**src/rtl/fetch_pkg.sv**
```systemverilog
// rtl/fetch_pkg.sv - shared types and constants for the fetch sequencer
package fetch_pkg;

  localparam int PC_W = 32;
  localparam logic [PC_W-1:0] RESET_PC_DEFAULT = 32'h0000_0000;
  localparam int unsigned PC_STEP_DEFAULT = 4;

  typedef enum logic [1:0] {
    ST_IDLE   = 2'd0,
    ST_FETCH  = 2'd1,
    ST_HOLD   = 2'd2,
    ST_HALTED = 2'd3
  } fetch_state_e;

  typedef enum logic [1:0] {
    PC_SEL_HOLD  = 2'd0,
    PC_SEL_SEQ   = 2'd1,
    PC_SEL_REDIR = 2'd2
  } pc_sel_e;

  // Instruction addresses are word aligned; low two bits of any target are dropped.
  function automatic logic [PC_W-1:0] align_pc(input logic [PC_W-1:0] a);
    return a & ~PC_W'(3);
  endfunction

endpackage

```
**src/rtl/pc_next_sel.sv**
```systemverilog
// rtl/pc_next_sel.sv - combinational next-PC mux (hold / sequential / redirect)
module pc_next_sel
  import fetch_pkg::*;
#(
  parameter int unsigned PC_STEP = PC_STEP_DEFAULT
) (
  input  logic [1:0]      sel,
  input  logic [PC_W-1:0] cur_pc,
  input  logic [PC_W-1:0] redirect_target,
  output logic [PC_W-1:0] next_pc
);

  logic [PC_W-1:0] seq_pc;

  // Sequential successor wraps naturally modulo 2^32.
  assign seq_pc = cur_pc + PC_W'(PC_STEP);

  // Pick the next PC; unused encodings hold the current value.
  always_comb begin
    next_pc = cur_pc;
    case (sel)
      PC_SEL_SEQ:   next_pc = seq_pc;
      PC_SEL_REDIR: next_pc = align_pc(redirect_target);
      default:      next_pc = cur_pc;
    endcase
  end

endmodule

```
**src/rtl/fetch_sequencer.sv**
```systemverilog
// rtl/fetch_sequencer.sv - fetch-stage PC owner and imem req/ack sequencer
module fetch_sequencer
  import fetch_pkg::*;
#(
  parameter logic [31:0] RESET_PC = RESET_PC_DEFAULT,
  parameter int unsigned PC_STEP  = PC_STEP_DEFAULT
) (
  input  logic        clk,
  input  logic        reset,
  output logic        imem_req,
  output logic [31:0] imem_addr,
  input  logic        imem_ack,
  input  logic [31:0] imem_rdata,
  output logic        if_valid,
  output logic [31:0] if_instr,
  output logic [31:0] if_pc,
  input  logic        if_ready,
  input  logic        redirect_valid,
  input  logic [31:0] redirect_pc,
  input  logic        halt,
  output logic [1:0]  state_o
);

  localparam logic [1:0] S_IDLE   = ST_IDLE;
  localparam logic [1:0] S_FETCH  = ST_FETCH;
  localparam logic [1:0] S_HOLD   = ST_HOLD;
  localparam logic [1:0] S_HALTED = ST_HALTED;

  logic [1:0]  state_q, state_d;
  logic [31:0] pc_q, pc_d;
  logic        redir_pend_q;
  logic [31:0] redir_pc_q;
  logic [1:0]  pc_sel;
  logic        use_pend_target;
  logic        capture;
  logic        squash;
  logic        set_pend;
  logic        clr_pend;
  logic [31:0] redirect_target;

  // A redirect seen during an outstanding request is parked and applied when the ack arrives.
  assign redirect_target = use_pend_target ? redir_pc_q : redirect_pc;

  pc_next_sel #(
    .PC_STEP(PC_STEP)
  ) u_pc_next_sel (
    .sel             (pc_sel),
    .cur_pc          (pc_q),
    .redirect_target (redirect_target),
    .next_pc         (pc_d)
  );

  assign imem_req  = (state_q == S_FETCH);
  assign imem_addr = pc_q;
  assign state_o   = state_q;

  // Next-state and datapath control decode.
  always_comb begin
    state_d         = state_q;
    pc_sel          = PC_SEL_HOLD;
    use_pend_target = 1'b0;
    capture         = 1'b0;
    squash          = 1'b0;
    set_pend        = 1'b0;
    clr_pend        = 1'b0;
    case (state_q)
      S_IDLE: begin
        state_d = halt ? S_HALTED : S_FETCH;
      end
      S_FETCH: begin
        if (imem_ack) begin
          clr_pend = 1'b1;
          if (redirect_valid) begin
            // Fresh redirect is newer than anything parked.
            pc_sel = PC_SEL_REDIR;
          end else if (redir_pend_q) begin
            pc_sel          = PC_SEL_REDIR;
            use_pend_target = 1'b1;
          end else begin
            capture = 1'b1;
            pc_sel  = PC_SEL_SEQ;
            state_d = S_HOLD;
          end
        end else if (redirect_valid) begin
          // Address must stay stable while requesting, so only remember the target.
          set_pend = 1'b1;
        end
      end
      S_HOLD: begin
        if (redirect_valid) begin
          squash  = 1'b1;
          pc_sel  = PC_SEL_REDIR;
          state_d = halt ? S_HALTED : S_FETCH;
        end else if (if_ready) begin
          squash  = 1'b1;
          state_d = halt ? S_HALTED : S_FETCH;
        end
      end
      S_HALTED: begin
        if (redirect_valid) begin
          pc_sel = PC_SEL_REDIR;
        end
        if (!halt) begin
          state_d = S_FETCH;
        end
      end
      default: begin
        state_d = S_IDLE;
      end
    endcase
  end

  // State, PC, parked redirect and IF/ID holding registers.
  always_ff @(posedge clk) begin
    if (reset) begin
      state_q      <= S_IDLE;
      pc_q         <= RESET_PC;
      redir_pend_q <= 1'b0;
      redir_pc_q   <= 32'h0;
      if_valid     <= 1'b0;
      if_instr     <= 32'h0;
      if_pc        <= 32'h0;
    end else begin
      state_q <= state_d;
      pc_q    <= pc_d;
      if (set_pend) begin
        redir_pend_q <= 1'b1;
        redir_pc_q   <= redirect_pc;
      end else if (clr_pend) begin
        redir_pend_q <= 1'b0;
      end
      if (capture) begin
        if_valid <= 1'b1;
        if_instr <= imem_rdata;
        if_pc    <= pc_q;
      end else if (squash) begin
        if_valid <= 1'b0;
      end
    end
  end

endmodule

```
**config.mk**
```make
export PLATFORM = sky130hd
export DESIGN_NAME = fetch_sequencer
export DESIGN_NICKNAME = d
export VERILOG_FILES = /design/src/rtl/fetch_pkg.sv /design/src/rtl/pc_next_sel.sv /design/src/rtl/fetch_sequencer.sv
export SDC_FILE = /design/constraint.sdc
export NUM_CORES = 1
export LEC_CHECK = 0
export ABC_AREA = 1
export ABC_CLOCK_PERIOD_IN_PS = 2500
export BUFFER_PORTS_ARGS = -buffer_cell sky130_fd_sc_hd__buf_2
export CORE_MARGIN = 2
export CORE_UTILIZATION = 54
export CTS_BUF_LIST = sky130_fd_sc_hd__clkbuf_4 sky130_fd_sc_hd__clkbuf_8
export CTS_CLUSTER_DIAMETER = 150
export DETAILED_ROUTE_END_ITERATION = 10
export HOLD_SLACK_MARGIN = 0.05
export PLACE_DENSITY = 0.8
export SLEW_MARGIN = 20
export SYNTH_ARGS = -nofsm -noshare
export SYNTH_HDL_FRONTEND = slang
export SYNTH_SLANG_ARGS = --single-unit
export TNS_END_PERCENT = 100
```
**constraint.sdc**
```tcl
create_clock -name clk -period 2.5 [get_ports clk]
set_input_delay 0.5 -clock clk [delete_from_list [all_inputs] [get_ports clk]]
set_output_delay 0.5 -clock clk [all_outputs]
set_load 0.01 [all_outputs]
```
; ---- After elaboration in Yosys (flattened, before gate mapping)
; Cells that the tools add are included.
[classes]
addsub = 1
muxes = 35
eq_ne = 10
n_reduce_logical = 6
[ops]
columns = cell, count
row1 = $pmux W32 S2, 1
row2 = $add A32 B3 Y32 const B, 1
row3 = $mux W32, 1
row4 = $mux W2, 11
row5 = $mux W1, 20
row6 = $pmux W2 S4, 1
row7 = $eq A2 B2 Y1 const B, 3
row8 = $ne A2 B2 Y1 const B, 3
row9 = $reduce_bool A2 Y1, 3
row10 = $reduce_and A5 Y1, 1
row11 = $eq A2 B1 Y1 const B, 2
row12 = $pmux W2 S2, 1
row13 = $ne A3 B3 Y1 const B, 1
row14 = $logic_not A2 Y1, 1
row15 = $ne A2 B1 Y1 const B, 1
row16 = $reduce_or A2 Y1, 1
[word_totals]
in_bits = 70
ff_bits = 132
elab_cells = 59

; ---- Depth between registers and ports, before layout
; Gate-level depths: netlist of the first run.
[logic_depth]
ltp_word = 6
ltp_mapped = 13
mapped_depth_nobuf = 11

; ---- Modules after synthesis
; Synthesis of the first run repeated with hierarchy kept, for this count alone.
[hier_totals]
hier_cells = 1174
area_unflattened_um2 = 7163.1
[by_module_without_submodules]
columns = module, seq_area_each_um2, cells_per_inst, area_each_um2, n_inst
row1 = fetch_sequencer, 2642.5, 860, 5616.6, 1
row2 = pc_next_sel, 0.0, 314, 1546.5, 1

; ---- Worst setup path before layout of the first run
; OpenSTA, ideal clock, no wires.
[synth_timing]
kind = input to register
from = in redirect_valid
to = reg pc_q[22] (netlist: imem_addr[22])
n_path_buf = 3
cell_stages = 11
t_required_ns = 2.434
arrival_ns = 2.047
path_slack_ns = 0.387
setup_time_ns = 0.066
cell_sequence = nor2_1 -> nand2_1 -> nor2_2 -> inv_2 -> clkbuf_1 -> ha_1 -> inv_1 -> clkbuf_1 -> buf_4 -> nand3_1 -> a21oi_2
[synth_between]
elab_chain_cells = 5
elab_cells_between_ends = 12
[synth_rtl]
columns = item, line
row1 = from (decl), fetch_sequencer.sv:18  ; input logic redirect_valid,
row2 = $mux W2 or $mux W1 (tied branches), fetch_sequencer.sv:73  ; if (redirect_valid) begin
row3 = $mux W2 or $mux W1 (tied branches), fetch_sequencer.sv:71  ; if (imem_ack) begin
row4 = $pmux W2 S2 or $mux W1 (tied branches), fetch_sequencer.sv:66  ; case (state_q)
row5 = $eq A2 B2 Y1 (tied with other cells), pc_next_sel.sv:21  ; case (sel)
row6 = $pmux W32 S2 or $reduce_bool A2 Y1 (tied branches), --
row7 = to (signal assigned), fetch_sequencer.sv:125  ; pc_q <= pc_d;
row8 = to (decl), fetch_sequencer.sv:30  ; logic [31:0] pc_q, pc_d;
; Parallel ways exist; a longest one is shown, timed or not.
; A chain may end at the register's enable or synchronous reset.

; ---- Worst setup path in the final report of the first run
[layout_timing]
from = reg redir_pend_q
to = reg pc_q[16] (netlist: imem_addr[16])
[layout_between]
elab_chain_cells = 6
elab_cells_between_ends = 13
[layout_rtl]
columns = item, line
row1 = from (decl), fetch_sequencer.sv:31  ; logic redir_pend_q;
row2 = from (signal assigned), fetch_sequencer.sv:118  ; redir_pend_q <= 1'b0;
row3 = from (signal assigned), fetch_sequencer.sv:127  ; redir_pend_q <= 1'b1;
row4 = from (signal assigned), fetch_sequencer.sv:130  ; redir_pend_q <= 1'b0;
row5 = $mux W2 or $mux W1 (tied branches), fetch_sequencer.sv:76  ; end else if (redir_pend_q) begin
row6 = $mux W2 or $mux W1 (tied branches), fetch_sequencer.sv:73
row7 = $mux W2 or $mux W1 (tied branches), fetch_sequencer.sv:71
row8 = $pmux W2 S2 or $mux W1 (tied branches), fetch_sequencer.sv:66
row9 = $eq A2 B2 Y1 (tied with other cells), pc_next_sel.sv:21
row10 = $pmux W32 S2 or $reduce_bool A2 Y1 (tied branches), --
; Parallel ways exist; a longest one is shown, timed or not.

==> flow_metrics.env, run 1 <==
export IMPL_syn_avg_cell_area_um2=6.80
export IMPL_rsz0062_at_grt="false"
export IMPL_diodes=0
export IMPL_post_cts_buffers=0
export IMPL_cpPeakStageDelay_ps=330
export IMPL_cp_max_fo=13
export IMPL_ys_ff_latch=126
export IMPL_clock_sinks=126
export IMPL_ant_nets=0
export IMPL_peakVddDrop_v=0.000442
export IMPL_fmax_mhz=525
export IMPL_cp_required_ps=2850
export IMPL_crit_type="reg -> reg"
export IMPL_first_pass_iters=5
export IMPL_crit_arrival_ps=2250
export IMPL_cts_root_buffer="clkbuf_8"
export IMPL_synth_area_mm2=0.00599
export IMPL_htree_levels=4
export IMPL_cp_end_kind="flop"
export IMPL_fp_dieW_um=109
export IMPL_grt_max_degree=99
export IMPL_synth_ff_type="dfxtp_1"
export IMPL_fin_util=0.669
export IMPL_yosysMostFrequentCell="nand2_1"
export IMPL_cts_tree="done"
export IMPL_cap_violations=0
export IMPL_ctsResizeCount=0
export IMPL_period_share=0.761
export IMPL_yosysSeqAreaShare=0.421
export IMPL_skew_ps=13.1
export IMPL_routed_wl_mm=16.4
export IMPL_worstMarginPinSlew_ps=708
export IMPL_dpl_hpwl_mm=11.4
export IMPL_cts_inserted_buffers=17
export IMPL_finalHoldViolCount=0
export IMPL_drcViolationCount=0
export IMPL_grt_pass1_vias=5685
export IMPL_chipHeight_um=109
export IMPL_final_cells=1174
export IMPL_num_nets_final=1093
export IMPL_routabilityCongestion=0.930
export IMPL_yosys_area_top_type="dfxtp_1"
export IMPL_ys_async_sr_fraction=0
export IMPL_syn_instance_count=881
export IMPL_clk_pin_slew_ps=80
export IMPL_period_needed_ps=1900
export IMPL_slew_headroom=0.528
export IMPL_p_leak_nw=3.54
export IMPL_drt_iter0_markers=474
export IMPL_antenna_found_initial=0
export IMPL_ys_types=32
export IMPL_synth_edff_count=0
export IMPL_wire_per_inst_um=14.0
export IMPL_syn_to_final_growth_pct=21.2
export IMPL_path_cells="nor2_1 -> nand2_1 -> nor2_4 -> inv_2 -> ha_1 -> inv_1 -> buf_4 -> nand3_1 -> a21oi_1 -> nor2_1"
export IMPL_dieArea_mm2=0.0119
export IMPL_io_pins=170
export IMPL_ctsHoldBuffers=0
export IMPL_cp_slowest_cell="dfxtp_1"
export IMPL_start_util=0.552
export IMPL_synth_top_area_frac=0.421
export IMPL_vias_per_cell=5.24
export IMPL_finalSetupViolations=0
export IMPL_groute_usage_overall=0.281
export IMPL_gr_total_overflow=0
export IMPL_synth_area_leaders="dfxtp_1 42%, nand2_1 9.2%, o21ai_0 9.1%"
export IMPL_clk_latency_ps=450
export IMPL_core_area_mm2=0.0108
export IMPL_total_power_w=0.00487
export IMPL_status="complete, no violations"
export IMPL_cts_path_max_buffers=2
export IMPL_row_count=38
export IMPL_vias=6148
export IMPL_place_inst=1142
export IMPL_startpoint_type="flop"
export IMPL_power_density_mw_per_mm2=671
export IMPL_yosys_warnings=0
export IMPL_finalSetupTns_ps=0
export IMPL_drive_gt1_frac=0.244
export IMPL_hold_path_class="in -> reg"
export IMPL_portBuffers=163
export IMPL_slew_viol_final=0
export IMPL_crit_top_cell="nor2_1"
export IMPL_synth_common_cells="146 x nand2_1, 139 x nor2_1, 126 x dfxtp_1, 109 x o21ai_0, 85 x a21oi_1"
export IMPL_grt_first_pass_wirelength_mm=26.2
==> cell type report <==
type	instances	area, um^2
sequential	126	2520
tap	140	175
multi-input combinational	608	2870
inverter	94	353
clock buffer	19	262
fill	1000	3580
timing repair buffer	174	936
clock inverter	13	141
==> registers in the layout (all words and copies together), names as in the netlist <==
| name | cells |
|---|---|
| redir_pend_q | 1 |
| if_pc | 30 |
| state_o | 2 |
| imem_addr | 30 |
| if_instr | 32 |
| redir_pc_q | 30 |
| if_valid | 1 |
==> cells by family (layout without fill, tap and decap cells) <==
family | count (synthesis) | in the layout | synth area share
AND/OR/NAND/NOR | 375 | 375 | 0.272
AO/OA/AOI/OAI | 227 | 227 | 0.199
buffers and inverters | 150 | 300 | 0.103
flip-flops | 126 | 126 | 0.421
adder cells (fa/ha/maj) | 2 | 2 | 0.00418
other | 1 | 4 | 0.000626
==> critical path: cells and delay by family (launching register included) <==
kind | cells | cell delay (ps)
DFF | 1 | 330
buffers and inverters | 3 | 580
adders and majority gates | 1 | 200
and+or+nand+nor | 5 | 510
AOI/OAI and AO/OA | 1 | 170
==> power by group <==
part	internal, W	switching [W]
clock network	0.000936	0.000858
logic	0.000297	0.000498
registers	0.00215	0.000135
==> routing by layer <==
layer | global-route usage | vias to the layer above | part of all wire
met5 | 0 | - | 0
met4 | 0.139 | 0 | 0.038
met3 | 0.0759 | 44 | 0.074
met2 | 0.461 | 245 | 0.47
met1 | 0.342 | 2748 | 0.42
li1 | - | 3111 | -
==> per-stage QoR <==
stage / setup slack (ps) / cell area, um^2 / hold WS (ps)
finish: 597 / 7260 / 265
global placement: 366 / 6850 / 440
floorplan: 387 / 6000 / 430
global route: 358 / 7260 / 267
detailed placement: 320 / 6850 / 449
CTS: 608 / 7260 / 249
==> path summary, 6_finish.rpt <==
path / slack [ps] / startpoint / endpoint / cells past startpoint
hold / removal: 270 / imem_rdata[18] / if_instr[18] / 3
setup / recovery: 600 / redir_pend_q / imem_addr[16] / 10
hold reg to reg: 460 / redir_pc_q[10] / redir_pc_q[10] / 2
setup reg to reg: 600 / redir_pend_q / imem_addr[16] / 10
==> layout by cell type, fill, tap and decap left out, drive strengths merged <==
master and instances:
nor2 151, o211ai 3, a31oi 1, clkbuf 19, clkinvlp 6, dfxtp 126
o22ai 1, nand4 1, a21oi 91, o31ai 1, nand3 67, nand2 153
o21ai 126, o211a 1, bufinv 2, buf 174, conb 4, ha 2
o21bai 3, and2 2, clkinv 5, or2 1, inv 94
No activity file was read; power rests on OpenSTA's default activity.
==> run 2, diff against run 1 <==
--- a/config.mk
+++ b/config.mk
@@ -6,7 +6,7 @@
 export NUM_CORES = 1
 export LEC_CHECK = 0
 export ABC_AREA = 1
-export ABC_CLOCK_PERIOD_IN_PS = 2500
+export ABC_CLOCK_PERIOD_IN_PS = 1820
 export BUFFER_PORTS_ARGS = -buffer_cell sky130_fd_sc_hd__buf_2
 export CORE_MARGIN = 2
 export CORE_UTILIZATION = 54
==> constraint.sdc (replaced) <==
create_clock -name clk -period 1.82 [get_ports clk]
set_input_delay 0.364 -clock clk [delete_from_list [all_inputs] [get_ports clk]]
set_output_delay 0.364 -clock clk [all_outputs]
set_load 0.01 [all_outputs]
==> run 2 against run 1 <==
Against the previous run: die area did not move; setup slack got worse by 480 ps; wire length decreased by 0.21%; hold slack worse by 120 ps; design area increased by 3.0%; power grew 37%; via count up 1.5%; sequential power grew 37%; critical path type unchanged.
==> flow_metrics.env, run 2 (same netlist as run 1, synthesis figures left out) <==
export IMPL_status="complete, no violations"
export IMPL_slew_headroom=0.536
export IMPL_startpoint_type="flop"
export IMPL_grt_first_pass_wirelength_mm=26.1
export IMPL_vias=6240
export IMPL_finalSetupViolations=0
export IMPL_drive_gt1_frac=0.263
export IMPL_grt_max_degree=84
export IMPL_internal_power_w=0.00472
export IMPL_start_util=0.552
export IMPL_min_to="if_instr[26]"
export IMPL_htree_levels=4
export IMPL_diodes=0
export IMPL_row_count=38
export IMPL_cap_violations=0
export IMPL_crit_arrival_ps=2040
export IMPL_gr_total_overflow=0
export IMPL_p_sw_frac=0.292
export IMPL_cp_end_kind="flop"
export IMPL_mostFrequentLayoutCell="buf_2"
export IMPL_io_pins=170
export IMPL_cts_tree="done"
export IMPL_chipHeight_um=109
export IMPL_clock_sinks=126
export IMPL_total_power_w=0.00667
export IMPL_ant_nets=0
export IMPL_final_cell_mix="163 x buf_2, 144 x nand2_1, 137 x nor2_1"
export IMPL_dieArea_mm2=0.0119
export IMPL_multi_input_area_mm2=0.00289
export IMPL_p_seq_frac=0.469
export IMPL_timing_rr_end="imem_addr[10]"
export IMPL_antenna_found_initial=0
export IMPL_drcViolationCount=0
export IMPL_p_clk_frac=0.353
export IMPL_rsz0062_at_grt="true"
export IMPL_num_nets_final=1112
export IMPL_peakVddDrop_v=0.000671
export IMPL_slew_viol_final=0
export IMPL_period_needed_ps=1700
export IMPL_clk_latency_ps=440
export IMPL_power_density_mw_per_mm2=893
export IMPL_portBuffers=163
export IMPL_seq_area_mm2=0.00252
export IMPL_p_sw_w=0.00195
export IMPL_vias_per_cell=5.23
export IMPL_dpl_hpwl_mm=11.6
export IMPL_post_cts_buffers=0
export IMPL_ff2ff_path_depth=12
export IMPL_pwr_share_comb=0.178
export IMPL_wire_per_inst_um=13.7
export IMPL_syn_to_final_growth_pct=24.8
export IMPL_fin_area_mm2=0.00747
export IMPL_period_share=0.934
export IMPL_groute_usage_overall=0.281
export IMPL_cts_path_max_buffers=2
export IMPL_cp_required_ps=2160
export IMPL_p_leak_nw=3.67
export IMPL_largest_reg_flops=32
export IMPL_fmax_mhz=588
export IMPL_cts_root_buffer="clkbuf_8"
export IMPL_crit_type="reg -> reg"
export IMPL_top_register="if_instr"
export IMPL_min_from="imem_rdata[26]"
export IMPL_worstMarginPinSlew_ps=696
export IMPL_fp_dieW_um=109
export IMPL_clk_pin_slew_ps=70
export IMPL_skew_ps=6.22
export IMPL_routabilityCongestion=0.910
export IMPL_finalSetupTns_ps=0
export IMPL_place_area_mm2=0.00706
export IMPL_routed_wl_mm=16.4
export IMPL_nFillCells=981
export IMPL_r2r_start="redir_pend_q"
export IMPL_hold_path_class="in -> reg"
export IMPL_core_area_mm2=0.0108
export IMPL_first_pass_iters=5
export IMPL_grt_pass1_vias=5543
export IMPL_r2r_setup_slack_ps=120
export IMPL_cp_max_fo=10
export IMPL_cts_inserted_buffers=17
export IMPL_whs_path_depth=3
export IMPL_drt_iter0_markers=516
export IMPL_finalHoldViolCount=0
[run 2: cell types whose count changed in the layout (fill, tap and decap cells not counted), sizes merged]
cell,before,now
buf,174,193
clkinvlp,6,1
clkinv,5,4
clkbuf,19,25
bufinv,2,1
[run 2: worst max-delay path: stages (launching register included)]
cell,delay [ps]
dfxtp_1,340
nor2_2,130
nand2_2,90
nor2_4,90
inv_2,40
ha_1,210
inv_1,100
buf_12,140
a21oi_1,40
o21ai_0,180
nand3_1,120
nand2_1,90
inv_1,30
[run 2: per-stage QoR]
stage / util / instances / setup WS, ps / hold slack, ps
2_1_floorplan: - / 884 / -0.834 / 430
3_3_place_gp: 0.651 / 1161 / -15.8 / 441
3_5_place_dp: 0.651 / 1161 / -49.3 / 446
4_1_cts: 0.686 / 1192 / 69.9 / 127
5_1_grt: 0.689 / 1192 / -35.3 / 126
6_report: 0.689 / 1192 / 120 / 142
[run 2: worst max-delay path by stage]
stage / from / slack [ps] / cells after the start / end
after floorplan: redirect_valid / -0.8 / 11 / imem_addr[22]
after global placement: redirect_valid / -20 / 13 / imem_addr[12]
after detailed placement: redirect_valid / -50 / 13 / imem_addr[7]
after CTS: redir_pend_q / 70 / 12 / imem_addr[7]
after global routing: redir_pend_q / -40 / 6 / if_pc[31]
final: redir_pend_q / 120 / 12 / imem_addr[10]
[run 2: final cells by class]
type / instances / share of cell area
timing repair buffer: 193 / 0.154
tap: 140 / 0.0234
clock inverter: 6 / 0.00770
inverter: 94 / 0.0472
multi-input combinational: 608 / 0.386
clock buffer: 25 / 0.0435
sequential: 126 / 0.338
[run 2: power by group through the flow]
stage | combinational (W) | sequential (W) | clock [W]
after floorplan | 0.000617 | 0.00322 | 0
after global placement | 0.00115 | 0.00318 | 0
after detailed placement | 0.00118 | 0.00318 | 0
after CTS | 0.00118 | 0.00312 | 0.00238
after global routing | 0.00133 | 0.00315 | 0.00251
final | 0.00119 | 0.00313 | 0.00235
[run 2: repair_timing]
| action | in CTS | in global routing |
|---|---|---|
| endpoints found under the setup margin | 0 | 51 |
| hold buffers | 0 | 0 |
| resized for setup | 0 | 10 |
[run 2: per-layer routing]
layer | vias up | GRT usage | wire length [um]
met5 | - | 0 | 0
met4 | 0 | 0.129 | 554
met3 | 40 | 0.0723 | 1290
met2 | 258 | 0.464 | 7740
met1 | 2793 | 0.343 | 6790
li1 | 3149 | - | -
==> run 3, diff against run 2 <==
--- a/config.mk
+++ b/config.mk
@@ -9,12 +9,12 @@
 export ABC_CLOCK_PERIOD_IN_PS = 1820
 export BUFFER_PORTS_ARGS = -buffer_cell sky130_fd_sc_hd__buf_2
 export CORE_MARGIN = 2
-export CORE_UTILIZATION = 54
+export CORE_UTILIZATION = 35
 export CTS_BUF_LIST = sky130_fd_sc_hd__clkbuf_4 sky130_fd_sc_hd__clkbuf_8
 export CTS_CLUSTER_DIAMETER = 150
 export DETAILED_ROUTE_END_ITERATION = 10
 export HOLD_SLACK_MARGIN = 0.05
-export PLACE_DENSITY = 0.8
+export PLACE_DENSITY = 0.55
 export SLEW_MARGIN = 20
 export SYNTH_ARGS = -nofsm -noshare
 export SYNTH_HDL_FRONTEND = slang
==> run 3 against run 2 <==
Against the previous run: register-to-register slack better by 20 ps; combinational power hardly changed; hold slack worse by 14 ps; design area is 2.5% higher; critical path type unchanged; largest cell class unchanged.
==> flow_metrics.env, run 3 (same netlist as run 1, synthesis figures left out) <==
export IMPL_status="complete, no violations"
export IMPL_drive_gt1_frac=0.269
export IMPL_row_count=47
export IMPL_peakVddDrop_v=0.000704
export IMPL_rsz0062_at_grt="true"
export IMPL_cp_max_fo=19
export IMPL_cp_required_ps=2170
export IMPL_r2r_start="redir_pend_q"
export IMPL_worstMarginPinSlew_ps=693
export IMPL_internal_power_w=0.00494
export IMPL_start_util=0.360
export IMPL_crit_arrival_ps=2030
export IMPL_p_sw_w=0.00212
export IMPL_ctsResizeCount=0
export IMPL_startpoint_type="flop"
export IMPL_htree_levels=4
export IMPL_finalHoldViolCount=0
export IMPL_skew_ps=17.8
export IMPL_drt_iter0_markers=416
export IMPL_cp_end_kind="flop"
export IMPL_period_share=0.924
export IMPL_first_pass_iters=5
export IMPL_period_needed_ps=1680
export IMPL_syn_to_final_growth_pct=27.9
export IMPL_nFillCells=1765
export IMPL_routabilityCongestion=0.813
export IMPL_p_seq_frac=0.443
export IMPL_groute_usage_overall=0.203
export IMPL_clk_latency_ps=460
export IMPL_finalSetupViolations=0
export IMPL_core_area_mm2=0.0166
export IMPL_r2r_setup_slack_ps=140
export IMPL_timing_rr_end="imem_addr[13]"
export IMPL_grt_pass1_vias=5635
export IMPL_dp_slack_ps=-114
export IMPL_post_cts_buffers=0
export IMPL_top_register="if_instr"
export IMPL_clock_sinks=126
export IMPL_finalSetupTns_ps=0
export IMPL_clk_pin_slew_ps=80
export IMPL_fmax_mhz=595
export IMPL_cap_violations=0
export IMPL_cts_path_max_buffers=2
export IMPL_holdWs_ps=128
export IMPL_cts_inserted_buffers=17
export IMPL_io_pins=170
export IMPL_vias_per_cell=4.76
export IMPL_grt_max_degree=84
export IMPL_largest_reg_flops=32
export IMPL_pwr_share_comb=0.172
export IMPL_chipHeight_um=135
export IMPL_min_to="if_instr[15]"
export IMPL_ff2ff_path_depth=9
export IMPL_dieArea_mm2=0.0182
export IMPL_ctsHoldBuffers=0
export IMPL_fp_dieW_um=135
export IMPL_dpl_hpwl_mm=13.1
export IMPL_wire_per_inst_um=14.3
export IMPL_diodes=0
export IMPL_drcViolationCount=0
export IMPL_portBuffers=163
export IMPL_total_power_w=0.00706
export IMPL_min_from="imem_rdata[15]"
export IMPL_grt_first_pass_wirelength_mm=29.0
export IMPL_num_nets_final=1117
export IMPL_setup_slack_ps=138
export IMPL_crit_type="reg -> reg"
export IMPL_routed_wl_mm=18.2
export IMPL_slew_headroom=0.538
export IMPL_ant_nets=0
export IMPL_whs_path_depth=3
export IMPL_antenna_found_initial=0
export IMPL_p_sw_frac=0.300
export IMPL_hold_path_class="in -> reg"
export IMPL_slew_viol_final=0
export IMPL_cts_root_buffer="clkbuf_8"
export IMPL_p_clk_frac=0.386
export IMPL_final_cell_mix="163 x buf_2, 144 x nand2_1, 136 x nor2_1"
export IMPL_p_leak_nw=3.71
export IMPL_gr_total_overflow=0
export IMPL_mostFrequentLayoutCell="buf_2"
export IMPL_vias=6079
export IMPL_power_density_mw_per_mm2=922
export IMPL_cts_tree="done"
## run 3: power by group through the flow
stage	combinational (W)	clock, W	sequential (W)
floorplan	0.000617	0	0.00322
global placement	0.00121	0	0.00318
detailed placement	0.00122	0	0.00318
CTS	0.00122	0.00278	0.00312
global route	0.00136	0.00289	0.00315
finish	0.00121	0.00272	0.00312
## run 3: cell type report
type / count / area, um^2 / area share
multi-input combinational: 608 / 2890 / 0.377
sequential: 126 / 2530 / 0.330
timing repair buffer: 198 / 1180 / 0.154
inverter: 94 / 355 / 0.0464
tap: 220 / 275 / 0.0359
clock buffer: 18 / 241 / 0.0315
clock inverter: 14 / 193 / 0.0252
## run 3: worst max-delay path by stage
| stage | to | cells past startpoint | startpoint | slack [ps] |
|---|---|---|---|---|
| floorplan | imem_addr[22] | 11 | redirect_valid | -0.8 |
| global placement | imem_addr[8] | 11 | redirect_valid | -60 |
| detailed placement | imem_addr[8] | 11 | redirect_valid | -110 |
| CTS | imem_addr[8] | 10 | redir_pend_q | 40 |
| global route | imem_addr[28] | 10 | redir_pend_q | -30 |
| finish | imem_addr[13] | 9 | redir_pend_q | 140 |
## run 3: worst max-delay path: stages, from the launching register on
cell     delay (ps)
dfxtp_2         370
nor2_4           40
buf_4           120
o22ai_1         140
ha_1            210
buf_4           150
buf_12          160
nand3_1         170
a21oi_1         180
nor2_1           50
## run 3: metrics by stage
| step | utilization | cell area [um^2] | cells |
|---|---|---|---|
| final | 0.460 | 7660 | 1278 |
| after detailed placement | 0.433 | 7200 | 1246 |
| after global routing | 0.460 | 7660 | 1278 |
| after floorplan | - | 6010 | 884 |
| after global placement | 0.433 | 7200 | 1246 |
| after CTS | 0.459 | 7630 | 1278 |
## run 3: routing by layer
layer,share of wire,vias to the layer above,GRT usage
met5,0,-,0
met4,0.014,0,0.0591
met3,0.067,20,0.0522
met2,0.47,189,0.341
met1,0.45,2704,0.258
li1,-,3166,-
